$ cat config.mk
export PLATFORM = sky130hd
export DESIGN_NAME = chunk_scheduler
export DESIGN_NICKNAME = d
export VERILOG_FILES = /design/src/rtl/chunk_scheduler_pkg.sv /design/src/rtl/sat_counter.sv /design/src/rtl/chunk_scheduler.sv
export SDC_FILE = /design/constraint.sdc
export NUM_CORES = 1
export LEC_CHECK = 0
export ABC_AREA = 1
export CAP_MARGIN = 20
export CORE_AREA = 2 2 79 81
export DETAILED_ROUTE_END_ITERATION = 7
export DIE_AREA = 0 0 81 83
export SLEW_MARGIN = 25
export SYNTH_ARGS = -nofsm -noshare
export SYNTH_HDL_FRONTEND = slang
export SYNTH_SLANG_ARGS = --single-unit
$ cat constraint.sdc
create_clock -name clk -period 5.45 [get_ports clk]
set_clock_uncertainty 0.15 [all_clocks]
set_input_delay 0.8175 -clock clk [delete_from_list [all_inputs] [get_ports clk]]
set_output_delay 0.8175 -clock clk [all_outputs]
set_load 0.05 [all_outputs]
$ cat src/rtl/chunk_scheduler_pkg.sv
// ============================================================================
// chunk_scheduler_pkg
// Shared audio definitions: scheduler state encoding and default sizes.
// Revision: 1.0
// ============================================================================
`default_nettype none

package chunk_scheduler_pkg;

  localparam int DEFAULT_IO_BUFF_SIZE = 64;
  localparam int CHUNK_CNT_BITS       = 16;

  typedef enum logic [1:0] {
    ST_IDLE   = 2'd0,
    ST_PRIME  = 2'd1,
    ST_STREAM = 2'd2
  } sched_state_t;

endpackage

`default_nettype wire

$ cat src/rtl/sat_counter.sv
// ============================================================================
// sat_counter
// Up counter that sticks at all-ones; synchronous clear.
// Revision: 1.0
// ============================================================================
`default_nettype none

module sat_counter #(
  parameter int WIDTH = 8
) (
  input  logic             clk,
  input  logic             rst,
  input  logic             inc,
  input  logic             clr,
  output logic [WIDTH-1:0] count
);

  always_ff @(posedge clk) begin
    if (rst || clr) begin
      count <= '0;
    end else if (inc && (count != {WIDTH{1'b1}})) begin
      count <= count + 1'b1;
    end
  end

endmodule

`default_nettype wire

$ cat src/rtl/chunk_scheduler.sv
// ============================================================================
// chunk_scheduler
// Ping-pong bank scheduler between the codec sample stream and a chunk processor.
// Revision: 1.0
// ============================================================================
`default_nettype none

module chunk_scheduler
  import chunk_scheduler_pkg::*;
#(
  parameter int IO_BUFF_SIZE     = DEFAULT_IO_BUFF_SIZE,
  parameter int IO_BUFF_PTR_BITS = $clog2(IO_BUFF_SIZE),
  parameter int DROP_CNT_BITS    = 8
) (
  input  logic                        clk,
  input  logic                        rst,
  input  logic                        enable,
  input  logic                        sample_strobe,
  output logic [IO_BUFF_PTR_BITS-1:0] io_ptr,
  output logic                        io_bank,
  output logic                        proc_bank,
  output logic                        chunk_pulse,
  input  logic                        proc_done,
  output logic                        proc_busy,
  output logic                        overrun,
  input  logic                        overrun_clear,
  output logic [CHUNK_CNT_BITS-1:0]   chunk_count,
  output logic [DROP_CNT_BITS-1:0]    drop_count
);

  localparam logic [IO_BUFF_PTR_BITS-1:0] PTR_LAST = IO_BUFF_PTR_BITS'(IO_BUFF_SIZE - 1);

  sched_state_t                state, state_nxt;
  logic [IO_BUFF_PTR_BITS-1:0] ptr_nxt;
  logic                        bank_nxt;
  logic                        pulse_nxt;
  logic                        busy_eff;
  logic                        busy_nxt;
  logic                        overrun_set;
  logic                        overrun_nxt;
  logic [CHUNK_CNT_BITS-1:0]   count_nxt;
  logic                        drop_inc;
  logic                        boundary;

  assign boundary = sample_strobe && (io_ptr == PTR_LAST);
  // A completion arriving with a boundary frees the processor before the boundary is judged.
  assign busy_eff = proc_busy & ~proc_done;

  always_comb begin
    state_nxt   = state;
    ptr_nxt     = io_ptr;
    bank_nxt    = io_bank;
    pulse_nxt   = 1'b0;
    busy_nxt    = busy_eff;
    overrun_set = 1'b0;
    count_nxt   = chunk_count;
    drop_inc    = 1'b0;

    if (!enable) begin
      state_nxt = ST_IDLE;
      ptr_nxt   = '0;
      bank_nxt  = 1'b0;
    end else begin
      case (state)
        ST_IDLE: state_nxt = ST_PRIME;
        ST_PRIME, ST_STREAM: begin
          if (sample_strobe) begin
            ptr_nxt = boundary ? '0 : io_ptr + 1'b1;
            if (boundary) begin
              bank_nxt = ~io_bank;
              if (state == ST_PRIME) begin
                state_nxt = ST_STREAM;
              end else if (!busy_eff) begin
                pulse_nxt = 1'b1;
                busy_nxt  = 1'b1;
                count_nxt = chunk_count + CHUNK_CNT_BITS'(1);
              end else begin
                // Drop the chunk but keep toggling so the codec never stalls.
                overrun_set = 1'b1;
                drop_inc    = 1'b1;
              end
            end
          end
        end
        default: state_nxt = ST_IDLE;
      endcase
    end

    overrun_nxt = overrun_set | (overrun & ~overrun_clear);
  end

  always_ff @(posedge clk) begin
    if (rst) begin
      state       <= ST_IDLE;
      io_ptr      <= '0;
      io_bank     <= 1'b0;
      proc_bank   <= 1'b1;
      chunk_pulse <= 1'b0;
      proc_busy   <= 1'b0;
      overrun     <= 1'b0;
      chunk_count <= '0;
    end else begin
      state       <= state_nxt;
      io_ptr      <= ptr_nxt;
      io_bank     <= bank_nxt;
      proc_bank   <= ~bank_nxt;
      chunk_pulse <= pulse_nxt;
      proc_busy   <= busy_nxt;
      overrun     <= overrun_nxt;
      chunk_count <= count_nxt;
    end
  end

  sat_counter #(
    .WIDTH(DROP_CNT_BITS)
  ) u_drop_counter (
    .clk  (clk),
    .rst  (rst),
    .inc  (drop_inc),
    .clr  (1'b0),
    .count(drop_count)
  );

endmodule

`default_nettype wire

==> impl_metrics.toml <==
[power_and_ir_drop]
power_density_nw_per_um2 = 213
pwr-share-comb = 0.089
swShare = 0.240
power_w = 0.000533
power.clock.fraction = 0.393
p_int_w = 0.000405
p_seq_frac = 0.519
p_sw_w = 0.000128
ir_drop_mv = 0.0798
p_leak_nw = 0.951

[setup_path]
slowest_stage = "clkdlybuf4s50_1"
crit_type = "in2reg"
reg2reg_to = "chunk_count[0]$_SDFFE_PP0P_"
end_kind = "flop"
reg2regPathDepth = 9
slowest_delay_ps = 700
startpoint_type = "input port"
required_ps = 5510
cp.arrival_ps = 2650
reg2reg_slack_ps = 3340
cp-startpoint = "rst"
crit_path_cell_trace = "clkdlybuf4s50_1 > inv_1 > nand2_1 > inv_1 > nand2_1 > nor3b_1"
r2r-start = "state[1]$_SDFFE_PP0P_"
path_max_fanout = 15

[global_routing]
track_usage = 0.133
antenna_found_initial = 0
grt_max_degree = 20
grt_pass1_vias = 1595
grt_remaining_overflow = 0
grt_pass1_wl_um = 7160

[synthesis]
ys_seq_elements = 37
ys_seq_area_frac = 0.383
netlist_instances = 284
synth_warnings = 0
yosysTopAreaCellShare = 0.383
syn_nets = 296
synth_area_leader_cell = "dfxtp_1"
synth_area_um2 = 1930
synth_cell_types = 30
syn_avg_cell_area_um2 = 6.81
synth_area_leaders = "dfxtp_1 (38%), nand2_1 (15%), inv_1 (7.8%)"

[layout]
n_antenna_cell = 0
layout_common_cells = "nand2_1 (75), inv_1 (40), clkdlybuf4s50_1 (40)"
post-route-util = 0.432
n_fill_cell = 615
multi_input_area_um2 = 1010
nNetsFinal = 340
layout-drive-gt1-share = 0.0729
final_common_cell = "nand2_1"
syn2layout_area_growth_pct = 29.8
register_area_um2 = 741

[placed_design]
post-place-ws_ps = 2560
dp.final_hpwl_um = 3140
port_buffers = 40
gp_congestion = 0.843

[hold_path]
min_path_cells = 2
whs_endpoint = "overrun$_SDFF_PP0_"
min_path_type = "reg2reg"
hp-start = "overrun$_SDFF_PP0_"

[sta]
rsz0062_at_grt = "no"
max_freq_mhz = 386
slew_violations = 0
slew_headroom = 0.610
fin_worst_hold_slack_ps = 316
timing.final.crit_share = 0.476
tightestPinTransition_ps = 583
min_period_ps = 2590
setup_viol = 0
fin_tns_setup_ps = 0
timing.final.ws_setup_ps = 2860
finalHoldViolCount = 0

[job]
cap_violations = 0

[cts]
cts_tree = "done"
clk_pin_slew_ps = 70
clock_latency_ps = 280
cts_sinks = 37
ctsHoldBuffers = 0
cts_root_buf = "clkbuf_8"
cts_buffer_depth = 2
post_cts_resized = 0
cts_buffers = 5
post_cts_buffers = 0
cts_max_level = 2

[floorplanning]
core_um2 = 5820
num_io_pins = 41
fp.dieW_um = 81
initial_utilization = 0.332
fp.dieH_um = 83
row_count = 28
die-area_um2 = 6720

[route]
wirelength_um = 4250
drt_iter0_drc = 55
vias_per_cell = 4.53
drc_errors = 0
first_pass_iters = 4
antenna_left = 0
vias = 1829
drt-wirelength-per-cell_um = 10.5

[status]
status = "finished, final reports clean"
==> layer usage <==
layer | up-vias | global-route usage | part of all wire
met5 | - | 0 | 0
met3 | 2 | 0.0370 | 0.044
met1 | 806 | 0.183 | 0.51
met2 | 39 | 0.198 | 0.44
li1 | 982 | - | -
met4 | 0 | 0.0462 | 0.0080
==> cells in the mapped netlist <==
| library cell | number |
|---|---|
| xor2_1 | 2 |
| xnor2_1 | 4 |
| nand3_1 | 16 |
| a21oi_1 | 21 |
| buf_6 | 1 |
| inv_2 | 1 |
| o21bai_1 | 1 |
| ha_1 | 6 |
| nand3b_1 | 1 |
| o21a_1 | 1 |
| nor2_4 | 2 |
| nand2_1 | 75 |
| nand4_1 | 7 |
| nor2_2 | 3 |
| inv_1 | 40 |
| clkbuf_1 | 2 |
| nand2_4 | 2 |
| nand2_2 | 3 |
| dfxtp_1 | 37 |
| a22oi_1 | 1 |
| clkinv_2 | 1 |
| a211oi_1 | 1 |
| o21ai_1 | 2 |
| nor2_1 | 36 |
| nor3b_1 | 1 |
| or2_2 | 2 |
| o21ai_0 | 12 |
| nor3_4 | 1 |
| nand3_2 | 1 |
| nor3_1 | 1 |
==> metrics by stage <==
stage,area [um2],std cells
6_report,2510,404
5_1_grt,2510,404
4_1_cts,2510,404
3_5_place_dp,2410,396
3_3_place_gp,2410,396
2_1_floorplan,1930,284
==> logic make-up after synthesis <==
kind of cell / synth area share
AOI/OAI and AO/OA: 0.106
xor gates and xnor gates: 0.0272
adders and majority gates: 0.0388
buffers and inverters: 0.0919
DFF: 0.383
and+or+nand+nor: 0.353
==> critical path, delay by kind of cell <==
family                 cells  cell delay, ps
and+or+nand+nor            3             460
buffers and inverters      3            1350
==> how the worst max path moves through the flow <==
stage	to	slack (ps)	cells past startpoint
CTS	io_ptr[3]$_SDFFE_PP0P_	2830	6
global placement	io_ptr[3]$_SDFFE_PP0P_	2630	6
detailed placement	io_ptr[3]$_SDFFE_PP0P_	2560	6
global route	io_ptr[5]$_SDFFE_PP0P_	2660	6
finish	io_ptr[3]$_SDFFE_PP0P_	2860	6
floorplan	chunk_count[7]$_SDFFE_PP0P_	3390	9
==> flip-flops by register name, summed over array words and instances (netlist names) <==
name / count
chunk_count: 16
u_drop_counter.count: 8
io_ptr: 6
state: 2
chunk_pulse: 1
io_bank: 1
overrun: 1
proc_bank: 1
proc_busy: 1
==> power groups by stage <==
stage / sequential, W / clock, W / combinational [W]
2_1_floorplan: 0.000286 / 0 / 0.0000311
3_3_place_gp: 0.000283 / 0 / 0.0000475
3_5_place_dp: 0.000283 / 0 / 0.0000472
4_1_cts: 0.000277 / 0.000217 / 0.0000480
5_1_grt: 0.000277 / 0.000230 / 0.0000545
6_report: 0.000277 / 0.000209 / 0.0000474
==> final cells by class <==
cell class,count,share of cell area
multi-input cells,202,0.404
flip-flops and latches,37,0.295
repair buffers,40,0.160
inverters,42,0.0633
clock buffers,7,0.0384
well taps,75,0.0374
clock inverters,1,0.00199
Power figures use the tool's default switching activity.
